File: src/rtl/pipe_stage_skid.sv
// Two-entry ready/valid skid pipeline stage with flush and saturating stall counter.
// in_ready depends only on held state, so back-pressure never forms a combinational path upstream.
module pipe_stage_skid #(
  parameter int DATA_W = 16,
  parameter int CTRL_W = 8,
  parameter int CNT_W  = 16
) (
  input  logic              clk,
  input  logic              reset,
  input  logic              in_valid,
  output logic              in_ready,
  input  logic [DATA_W-1:0] in_data,
  input  logic [CTRL_W-1:0] in_ctrl,
  input  logic              flush,
  output logic              out_valid,
  input  logic              out_ready,
  output logic [DATA_W-1:0] out_data,
  output logic [CTRL_W-1:0] out_ctrl,
  output logic [1:0]        occupancy,
  output logic [CNT_W-1:0]  stall_count
);

  typedef enum logic [1:0] {EMPTY = 2'd0, ONE = 2'd1, TWO = 2'd2} state_t;

  state_t            state_q, state_d;
  logic              valid_q, valid_d;
  logic [DATA_W-1:0] main_data_q, main_data_d;
  logic [DATA_W-1:0] skid_data_q, skid_data_d;
  logic [CTRL_W-1:0] main_ctrl_q, main_ctrl_d;
  logic [CTRL_W-1:0] skid_ctrl_q, skid_ctrl_d;
  logic [CNT_W-1:0]  stall_q, stall_d;
  logic              accept;
  logic              issue;

  function automatic logic [CNT_W-1:0] sat_inc(input logic [CNT_W-1:0] v);
    logic [CNT_W-1:0] one;
    one = {{(CNT_W-1){1'b0}}, 1'b1};
    return (v == {CNT_W{1'b1}}) ? v : v + one;
  endfunction

  assign in_ready    = (state_q != TWO) & ~reset;
  assign accept      = in_valid & in_ready;
  assign issue       = valid_q & out_ready;
  assign out_valid   = valid_q;
  assign out_data    = main_data_q;
  assign out_ctrl    = main_ctrl_q;
  assign occupancy   = state_q;
  assign stall_count = stall_q;

  always_comb begin
    state_d     = state_q;
    valid_d     = valid_q;
    main_data_d = main_data_q;
    main_ctrl_d = main_ctrl_q;
    skid_data_d = skid_data_q;
    skid_ctrl_d = skid_ctrl_q;
    stall_d     = (valid_q & ~out_ready) ? sat_inc(stall_q) : stall_q;

    case (state_q)
      EMPTY: begin
        if (accept) begin
          state_d     = ONE;
          valid_d     = 1'b1;
          main_data_d = in_data;
          main_ctrl_d = in_ctrl;
        end
      end
      ONE: begin
        if (accept && !issue) begin
          state_d     = TWO;
          skid_data_d = in_data;
          skid_ctrl_d = in_ctrl;
        end else if (issue && !accept) begin
          state_d     = EMPTY;
          valid_d     = 1'b0;
          main_ctrl_d = '0;
        end else if (accept && issue) begin
          main_data_d = in_data;
          main_ctrl_d = in_ctrl;
        end
      end
      TWO: begin
        if (issue) begin
          state_d     = ONE;
          main_data_d = skid_data_q;
          main_ctrl_d = skid_ctrl_q;
          skid_ctrl_d = '0;
        end
      end
      default: begin
        state_d     = EMPTY;
        valid_d     = 1'b0;
        main_ctrl_d = '0;
        skid_ctrl_d = '0;
      end
    endcase

    // Squash wins over everything; payload bits are left as they are.
    if (flush) begin
      state_d     = EMPTY;
      valid_d     = 1'b0;
      main_data_d = main_data_q;
      skid_data_d = skid_data_q;
      main_ctrl_d = '0;
      skid_ctrl_d = '0;
    end
  end

  always_ff @(posedge clk or posedge reset) begin
    if (reset) begin
      state_q     <= EMPTY;
      valid_q     <= 1'b0;
      main_data_q <= '0;
      main_ctrl_q <= '0;
      skid_ctrl_q <= '0;
      stall_q     <= '0;
    end else begin
      state_q     <= state_d;
      valid_q     <= valid_d;
      main_data_q <= main_data_d;
      main_ctrl_q <= main_ctrl_d;
      skid_ctrl_q <= skid_ctrl_d;
      stall_q     <= stall_d;
    end
  end

  // Skid payload is only ever observed after being loaded, so it needs no reset.
  always_ff @(posedge clk) begin
    skid_data_q <= skid_data_d;
  end

endmodule

File: config.mk
export PLATFORM = sky130hd
export DESIGN_NAME = pipe_stage_skid
export DESIGN_NICKNAME = d
export VERILOG_FILES = /design/src/rtl/pipe_stage_skid.sv
export SDC_FILE = /design/constraint.sdc
export NUM_CORES = 1
export LEC_CHECK = 0
export ABC_AREA = 1
export BUFFER_PORTS_ARGS = -buffer_cell sky130_fd_sc_hd__buf_2
export CELL_PAD_IN_SITES_DETAIL_PLACEMENT = 0
export CELL_PAD_IN_SITES_GLOBAL_PLACEMENT = 1
export CORE_MARGIN = 2
export CORE_UTILIZATION = 36
export CTS_CLUSTER_DIAMETER = 60
export DETAILED_ROUTE_END_ITERATION = 8
export PLACE_DENSITY = 0.72
export SLEW_MARGIN = 10
export SYNTH_ARGS = -nofsm -noshare
export SYNTH_HDL_FRONTEND = slang
export SYNTH_SLANG_ARGS = --single-unit
export TNS_END_PERCENT = 10
File: constraint.sdc
create_clock -name clk -period 1.8 [get_ports clk]
set_clock_uncertainty 0.05 [all_clocks]
set_input_delay 0.36 -clock clk [delete_from_list [all_inputs] [get_ports clk]]
set_output_delay 0.36 -clock clk [all_outputs]
set_load 0.01 [all_outputs]
**Word-level counts from Yosys, hierarchy flattened**

Index checks and enable logic that the tools add are counted.

- Register bits: 67
- Bits of input ports: 29
- Output and inout bits: 44
- Logic and storage cells: 76

- $add $sub $neg: 1
- Equal/unequal tests: 18
- Muxes and demuxes: 28
- Bitwise gates (word level): 8
- Reduce and logical (&&, ||, !) cells: 14

Operators with widths:

| cell | count |
|---|---|
| $mux W16 | 5 |
| $mux W8 | 9 |
| $pmux W16 S3 | 1 |
| $pmux W8 S3 | 2 |
| $add A16 B1 Y16 const B | 1 |
| $eq A16 B16 Y1 const B | 1 |
| $ne A2 B2 Y1 const B | 8 |
| $ne A3 B3 Y1 const B | 5 |
| $mux W2 | 5 |
| $reduce_and A3 Y1 | 3 |
| $ne A4 B4 Y1 const B | 2 |
| $reduce_and A4 Y1 | 2 |
| $reduce_and A7 Y1 | 1 |
| $pmux W2 S3 | 1 |
| $and A1 B1 Y1 | 4 |
| $mux W1 | 4 |
| $not A1 Y1 | 4 |
| $logic_and A1 B1 Y1 | 3 |
| $pmux W1 S3 | 1 |
| $reduce_bool A3 Y1 | 1 |
| $eq A2 B1 Y1 const B | 1 |
| $eq A2 B2 Y1 const B | 1 |
| $logic_not A1 Y1 | 2 |
| $logic_not A2 Y1 | 1 |
| $reduce_and A2 Y1 | 1 |

**Logic depth before layout (Yosys ltp)**

Gate-level depths: netlist of the first run.

- Depth in word-level cells: 9
- Gate-level depth with buffers: 10
- Gate-level depth less buffers: 10

**Least setup slack after synthesis of the first run**

No wires, ideal clock.

- Kind: input -> register
- From: in reset
- To: reg skid_data_q[0], enable pin
- Library setup time: 0.373 ns
- Arrival: 2.253 ns
- Required time: 1.377 ns
- Path slack: -0.876 ns
- Cell stages on the path: 5
- Buffers on the path: 0
- Path through: inv_1 nand3_4 inv_2 nand2_1 inv_1

- Longest elaborated chain between the ends: 5

Ends and longest elaborated chain:

| element | line | RTL |
|---|---|---|
| from (decl) | 9 | `input logic reset,` |
| $not A1 Y1 | 41 | `assign in_ready = (state_q != TWO) & ~reset;` |
| $and A1 B1 Y1 | 41 |  |
| $and A1 B1 Y1 | 42 | `assign accept = in_valid & in_ready;` |
| $logic_and A1 B1 Y1 | 69 | `if (accept && !issue) begin` |
| $reduce_and A3 Y1 (no source line) | n/a |  |
| to (signal assigned) | 129 | `skid_data_q <= skid_data_d;` |
| to (decl) | 28 | `logic [DATA_W-1:0] skid_data_q, skid_data_d;` |

No other way between the ends.
A chain may end at the register's enable or synchronous reset.

**Worst setup path in the final report of the first run**

- From: reg state_q[0] (netlist: occupancy[0])
- To: out in_ready

- Longest elaborated chain between the ends: 2

Ends and longest elaborated chain:

| element | line | RTL |
|---|---|---|
| from (decl) | 25 | `state_t state_q, state_d;` |
| from (signal assigned) | 118 | `state_q <= state_d;` |
| $ne A2 B2 Y1 | 41 |  |
| $and A1 B1 Y1 | 41 |  |
| to (decl) | 11 | `output logic in_ready,` |

No other way between the ends.

==> flow_summary.json, run 1 <==
{
  "status": "finished clean",
  "die_area_mm2": 0.009899,
  "slew_viol_final": 0,
  "crit_buf_inv": 2,
  "crit_chain": "nor2_2 -> buf_6 -> nor2_1 -> buf_2",
  "synth.distinct_cells": 29,
  "yosys.area_share.simple": 0.2759,
  "root_buffer": "clkbuf_8",
  "relSlewSlack": 0.5433,
  "power.density_mw_per_mm2": 1173,
  "hold_buffers": 0,
  "coreArea_mm2": 0.008763,
  "antenna_found_initial": 0,
  "grt-ovfl-total": 0,
  "cp_slowest_cell": "dfrtp_1",
  "drive_above_1_share": 0.2697,
  "synth_fa_ha_area_frac": 0.003811,
  "synth_fp_nets": 396,
  "cts.sinks": 67,
  "first_global_vias": 2558,
  "grt_pass1_wl_um": 12560,
  "vias": 2594,
  "rsz0062_at_grt": "true",
  "worstPathArrival_ps": 1270,
  "synth_seq_cells": 67,
  "avgSynthCellArea_um2": 8.970,
  "grtUsageTotal": 0.1611,
  "clockBufferDepth": 2,
  "numCtsBuffers": 9,
  "die_w_um": 99.50,
  "cap_violations": 0,
  "routedWlPerCell_um": 12.99,
  "dp.cells": 547,
  "grt_start_max_net_pins": 52,
  "fin_ws_ps": 123.8,
  "fp.dieH_um": 99.50,
  "drt-total-wl_um": 7324,
  "cts_tree": "yes",
  "r2r_slack_ps": 140,
  "power_leakage_nw": 2.111,
  "fmax_mhz": 596.6,
  "drtIter0Drc": 80,
  "worst_r2r_endpoint": "stall_count[14]",
  "rows": 34,
  "drt_pass1_iterations": 4,
  "yosys_warnings": 0,
  "place.gp.congestion": 0.8521,
  "final_cells": 564,
  "clk_latency_ps": 340,
  "path_delay_family": "flip-flops",
  "cts_max_level": 3,
  "synth_xor_xnor_area_share": 0.03468,
  "muxShareOfSynthArea": 0.04878,
  "min_delay_path_depth": 1,
  "fin_nets": 481,
  "synth_cells": 366,
  "num_io_pins": 73,
  "ant_nets": 0,
  "crit_path_end_kind": "output pin",
  "crit_required_ps": 1390,
  "reg2reg_depth": 8,
  "clk_pin_slew_ps": 80,
  "synth_seq_area_share": 0.5351,
  "setup_viol": 0,
  "worstPathMaxFanout": 10,
  "start_util": 0.3746,
  "syn_area_mm2": 0.003283,
  "pre_cts_ws_ps": 136.3,
  "hp-class": "in2reg",
  "hold_viol_final": 0,
  "port-buffer-count": 72,
  "synth_compound_area_frac": 0.05107,
  "drc": 0,
  "holdCritStartpoint": "in_data[1]",
  "dp_hpwl_um": 5250,
  "viasPerCell": 4.599,
  "period_needed_ps": 1676,
  "ir_drop_uv": 472.2,
  "cp_slowest_stage_delay_ps": 430,
  "worstReg2RegStart": "stall_count[0]",
  "finalCritPeriodShare": 0.9312,
  "synth_top_family_by_area": "simple AND/OR/NAND/NOR gates",
  "start_kind": "register",
  "crit_type": "reg2out",
  "num_antenna_cells": 0,
  "min_to": "skid_data_q[1]",
  "syn2layout_area_growth_pct": 23.25,
  "worst_pin_slew_ps": 685.1
}
[stage by stage]
step                hold WS (ps)  total power [W]  utilization  area (um^2)  setup TNS [ps]
global route               125.9         0.005093       0.4617         4046          -40.92
CTS                        135.4         0.004809       0.4610         4040               0
finish                     156.2         0.004744       0.4617         4046               0
global placement           407.3         0.003365       0.4343         3806               0
detailed placement         410.2         0.003381       0.4343         3806               0
floorplan                  374.3         0.002868            -         3287          -13690
[worst max path at each step]
stage	depth (start not counted)	slack [ps]	startpoint	end
after global routing	8	-20	stall_count[0]	stall_count[8]
after detailed placement	8	140	stall_count[0]	stall_count[14]
after global placement	8	210	stall_count[0]	stall_count[14]
final	4	120	occupancy[0]	in_ready
after floorplan	5	-360	reset	skid_data_q[0]
after CTS	4	50	occupancy[0]	in_ready
[worst reg2reg max path, stage by stage (launching register included)]
cell and delay (ps):
dfrtp_1 390, ha_1 180, inv_1 50, nor2_2 160, nand2_1 120, o21ai_2 190, inv_1 220, nand2_1 130
nand2_1 50
[where the power goes]
group          switching [W]  leakage (nW)  total, W  internal, W
sequential          0.000185         0.814   0.00204      0.00186
clock               0.000623         0.106   0.00141     0.000789
combinational       0.000756          1.19   0.00129     0.000535
total                0.00156          2.11   0.00474      0.00318
[cells in the mapped netlist]
cell | count | area, um^2
nand2_1 | 153 | 574.3
dfrtp_1 | 51 | 1276
nand3_1 | 25 | 125.1
nor2_1 | 19 | 71.32
edfxtp_1 | 16 | 480.5
inv_1 | 16 | 60.06
mux2i_1 | 16 | 160.2
o21ai_1 | 16 | 80.08
xnor2_1 | 7 | 61.31
o21ai_0 | 6 | 30.03
xor2_1 | 6 | 52.55
buf_6 | 5 | 56.30
o21ai_2 | 5 | 43.79
buf_2 | 4 | 20.02
buf_4 | 3 | 22.52
nand4_1 | 3 | 18.77
inv_2 | 2 | 7.510
nand3_2 | 2 | 20.02
a21oi_1 | 1 | 5.000
a21oi_2 | 1 | 8.760
ha_1 | 1 | 12.51
nand2_2 | 1 | 6.260
nand2_8 | 1 | 20.02
nand3_4 | 1 | 17.52
nand3b_4 | 1 | 20.02
nor2_2 | 1 | 6.260
nor2_4 | 1 | 11.26
nor3_1 | 1 | 5.000
nor3_2 | 1 | 10.01
[flip-flops by register name, indices dropped and copies added (netlist names)]
| register | cells |
|---|---|
| out_data | 16 |
| skid_data_q | 16 |
| stall_count | 16 |
| out_ctrl | 8 |
| skid_ctrl_q | 8 |
| occupancy | 2 |
| out_valid | 1 |
[layout make-up]
cell class / instances / area, um^2
Clock buffer: 9 / 123.9
Clock inverter: 7 / 101.3
Fill cell: 856 / 4717
Inverter: 18 / 71.32
Multi-Input combinational cell: 269 / 1363
Sequential cell: 67 / 1758
Tap cell: 108 / 135.1
Timing Repair Buffer: 86 / 494.2
[cell families after synthesis]
family          count (synthesis)
mux                            16
buf+inv                        30
simple gates                  210
fa+ha+maj                       1
xor+xnor                       13
compound gates                 29
flops                          67
[what timing repair did]
action,CTS,global route
buffers inserted,1,0
setup endpoints to repair,1,20
resized for setup,1,3
[cells in the final DEF, fill, tap and decap left out]
cell type	count
a21oi_1	1
a21oi_2	1
buf_12	2
buf_2	72
buf_4	11
buf_6	1
bufinv_16	2
clkbuf_8	9
clkinv_4	2
clkinvlp_4	3
dfrtp_1	50
dfrtp_2	1
edfxtp_1	16
ha_1	1
inv_1	14
inv_2	3
inv_6	1
mux2i_1	16
nand2_1	153
nand2_2	1
nand2_8	1
nand3_1	25
nand3_2	2
nand3_4	1
nand3b_4	1
nand4_1	3
nor2_1	18
nor2_2	2
nor2_4	1
nor3_1	1
nor3_2	1
o21ai_0	6
o21ai_1	16
o21ai_2	5
xnor2_1	7
xor2_1	6
[per-layer routing]
| metal | wire length, um | vias up | GRT usage |
|---|---|---|---|
| li1 | - | 1352 | - |
| met1 | 3765 | 1173 | 0.2275 |
| met2 | 3129 | 57 | 0.2354 |
| met3 | 299 | 12 | 0.03303 |
| met4 | 130 | 0 | 0.08008 |
| met5 | 0 | - | 0 |
Note: power is estimated with default switching activity, not from simulation.
==> run 2: changes to the inputs <==
BUFFER_PORTS_ARGS = -buffer_cell sky130_fd_sc_hd__buf_4   (was -buffer_cell sky130_fd_sc_hd__buf_2)
RECOVER_POWER = 100   (was default)
==> run 2 against run 1 <==
Against the previous run:
- fmax fell by 3.1%
- non-clock buffer count up 1
- final cell count rose by 0.18%
- clock power shrank 11%
- wire length grew 4.9%
- clock-buffer cell count did not move
- via count rose by 3.0%
==> flow_summary.json, run 2 (synthesis gave the netlist of run 1 again) <==
{
  "crit_type": "reg2out",
  "worst_pin_slew_ps": 1320,
  "worstPathMaxFanout": 10,
  "grt_start_max_net_pins": 52,
  "ant_nets": 0,
  "first_global_vias": 2548,
  "period_needed_ps": 1729,
  "status": "finished clean",
  "fp.dieH_um": 99.50,
  "grt-ovfl-total": 0,
  "root_buffer": "clkbuf_8",
  "clk_pin_slew_ps": 80,
  "cts.sinks": 67,
  "place.gp.congestion": 0.8344,
  "drtIter0Drc": 97,
  "crit_required_ps": 1390,
  "die_w_um": 99.50,
  "hold_viol_final": 0,
  "clk_latency_ps": 340,
  "cap_violations": 0,
  "hold_buffers": 0,
  "grtUsageTotal": 0.1629,
  "clockBufferDepth": 2,
  "fin_nets": 482,
  "num_antenna_cells": 0,
  "syn2layout_area_growth_pct": 24.35,
  "cts_max_level": 3,
  "die_area_mm2": 0.009899,
  "antenna_found_initial": 0,
  "vias": 2671,
  "drt_pass1_iterations": 4,
  "crit_path_end_kind": "output pin",
  "setup_viol": 0,
  "power.density_mw_per_mm2": 1130,
  "coreArea_mm2": 0.008763,
  "p_total_w": 0.004614,
  "num_io_pins": 73,
  "port-buffer-count": 72,
  "final_cells": 565,
  "hp-class": "in2reg",
  "dp_hpwl_um": 5473,
  "worstPathArrival_ps": 1320,
  "drt-total-wl_um": 7682,
  "fmax_mhz": 578.3,
  "fillers": 917,
  "numCtsBuffers": 9,
  "drive_above_1_share": 0.1991,
  "final_cell_mix": "nand2_1 (153), dfrtp_1 (50), buf_4 (44)",
  "seqCellArea_mm2": 0.001758,
  "viasPerCell": 4.727,
  "grt_pass1_wl_um": 12750,
  "relSlewSlack": 0.1197,
  "routedWlPerCell_um": 13.60,
  "slew_viol_final": 0,
  "start_kind": "register",
  "ir_drop_uv": 372.0,
  "drc": 0,
  "power_leakage_nw": 2.015,
  "finalCritPeriodShare": 0.9607,
  "cts_tree": "yes",
  "multi_input_area_mm2": 0.001363,
  "start_util": 0.3746,
  "layout_commonest_cell": "nand2_1",
  "rows": 34,
  "dp.cells": 548,
  "whs_ps": 177.3
}
## run 2: power breakdown
group / total [W] / leakage [nW] / switching (W) / internal [W]
clock network: 0.00126 / 0.0958 / 0.000614 / 0.000646
logic: 0.00130 / 1.11 / 0.000771 / 0.000528
registers: 0.00206 / 0.814 / 0.000198 / 0.00186
## run 2: final timing paths
kind / slack [ps] / start / depth (start not counted) / to
worst min register to register: 430 / skid_ctrl_q[6] / 2 / skid_ctrl_q[6]
max in group asynchronous: 360 / reset / 3 / occupancy[1]
worst max register to register: 120 / occupancy[1] / 7 / skid_ctrl_q[1]
worst max-delay path: 70 / occupancy[0] / 4 / in_ready
worst min-delay path: 180 / in_data[1] / 1 / skid_data_q[1]
min in group asynchronous: 480 / reset / 3 / occupancy[0]
## run 2: layout make-up
cell class | instances | share of cell area
Clock inverter | 7 | 0.01869
Sequential cell | 67 | 0.4306
Timing Repair Buffer | 87 | 0.1361
Tap cell | 108 | 0.03310
Multi-Input combinational cell | 269 | 0.3337
Clock buffer | 9 | 0.03034
Inverter | 18 | 0.01747
## run 2: critical path, stage by stage (launching register included)
cell	delay, ps
dfrtp_1	440
nor2_1	180
buf_6	180
nor2_1	50
buf_4	140
## run 2: metrics by stage
stage | cell area, um^2 | setup slack, ps | utilization | setup TNS [ps]
2_1_floorplan | 3287 | -364.6 | - | -13690
3_3_place_gp | 3994 | 187.2 | 0.4557 | 0
3_5_place_dp | 3994 | 107.3 | 0.4557 | 0
4_1_cts | 4203 | 41.29 | 0.4796 | 0
5_1_grt | 4083 | -0.9776 | 0.4659 | -1.025
6_report | 4083 | 70.80 | 0.4659 | 0
## run 2: layer usage
metal / vias to the layer above / wire length (um) / GRT usage
met5: - / 0 / 0
met4: 0 / 123 / 0.06322
met1: 1234 / 3738 / 0.2325
met2: 66 / 3460 / 0.2479
met3: 10 / 359 / 0.02881
li1: 1361 / - / -
## run 2: repair_timing
item | 4_1_cts | 5_1_grt
setup endpoints to repair | 1 | 18
buffers inserted | 1 | 0
gates resized for setup | 1 | 3
hold endpoints to repair | 0 | 0
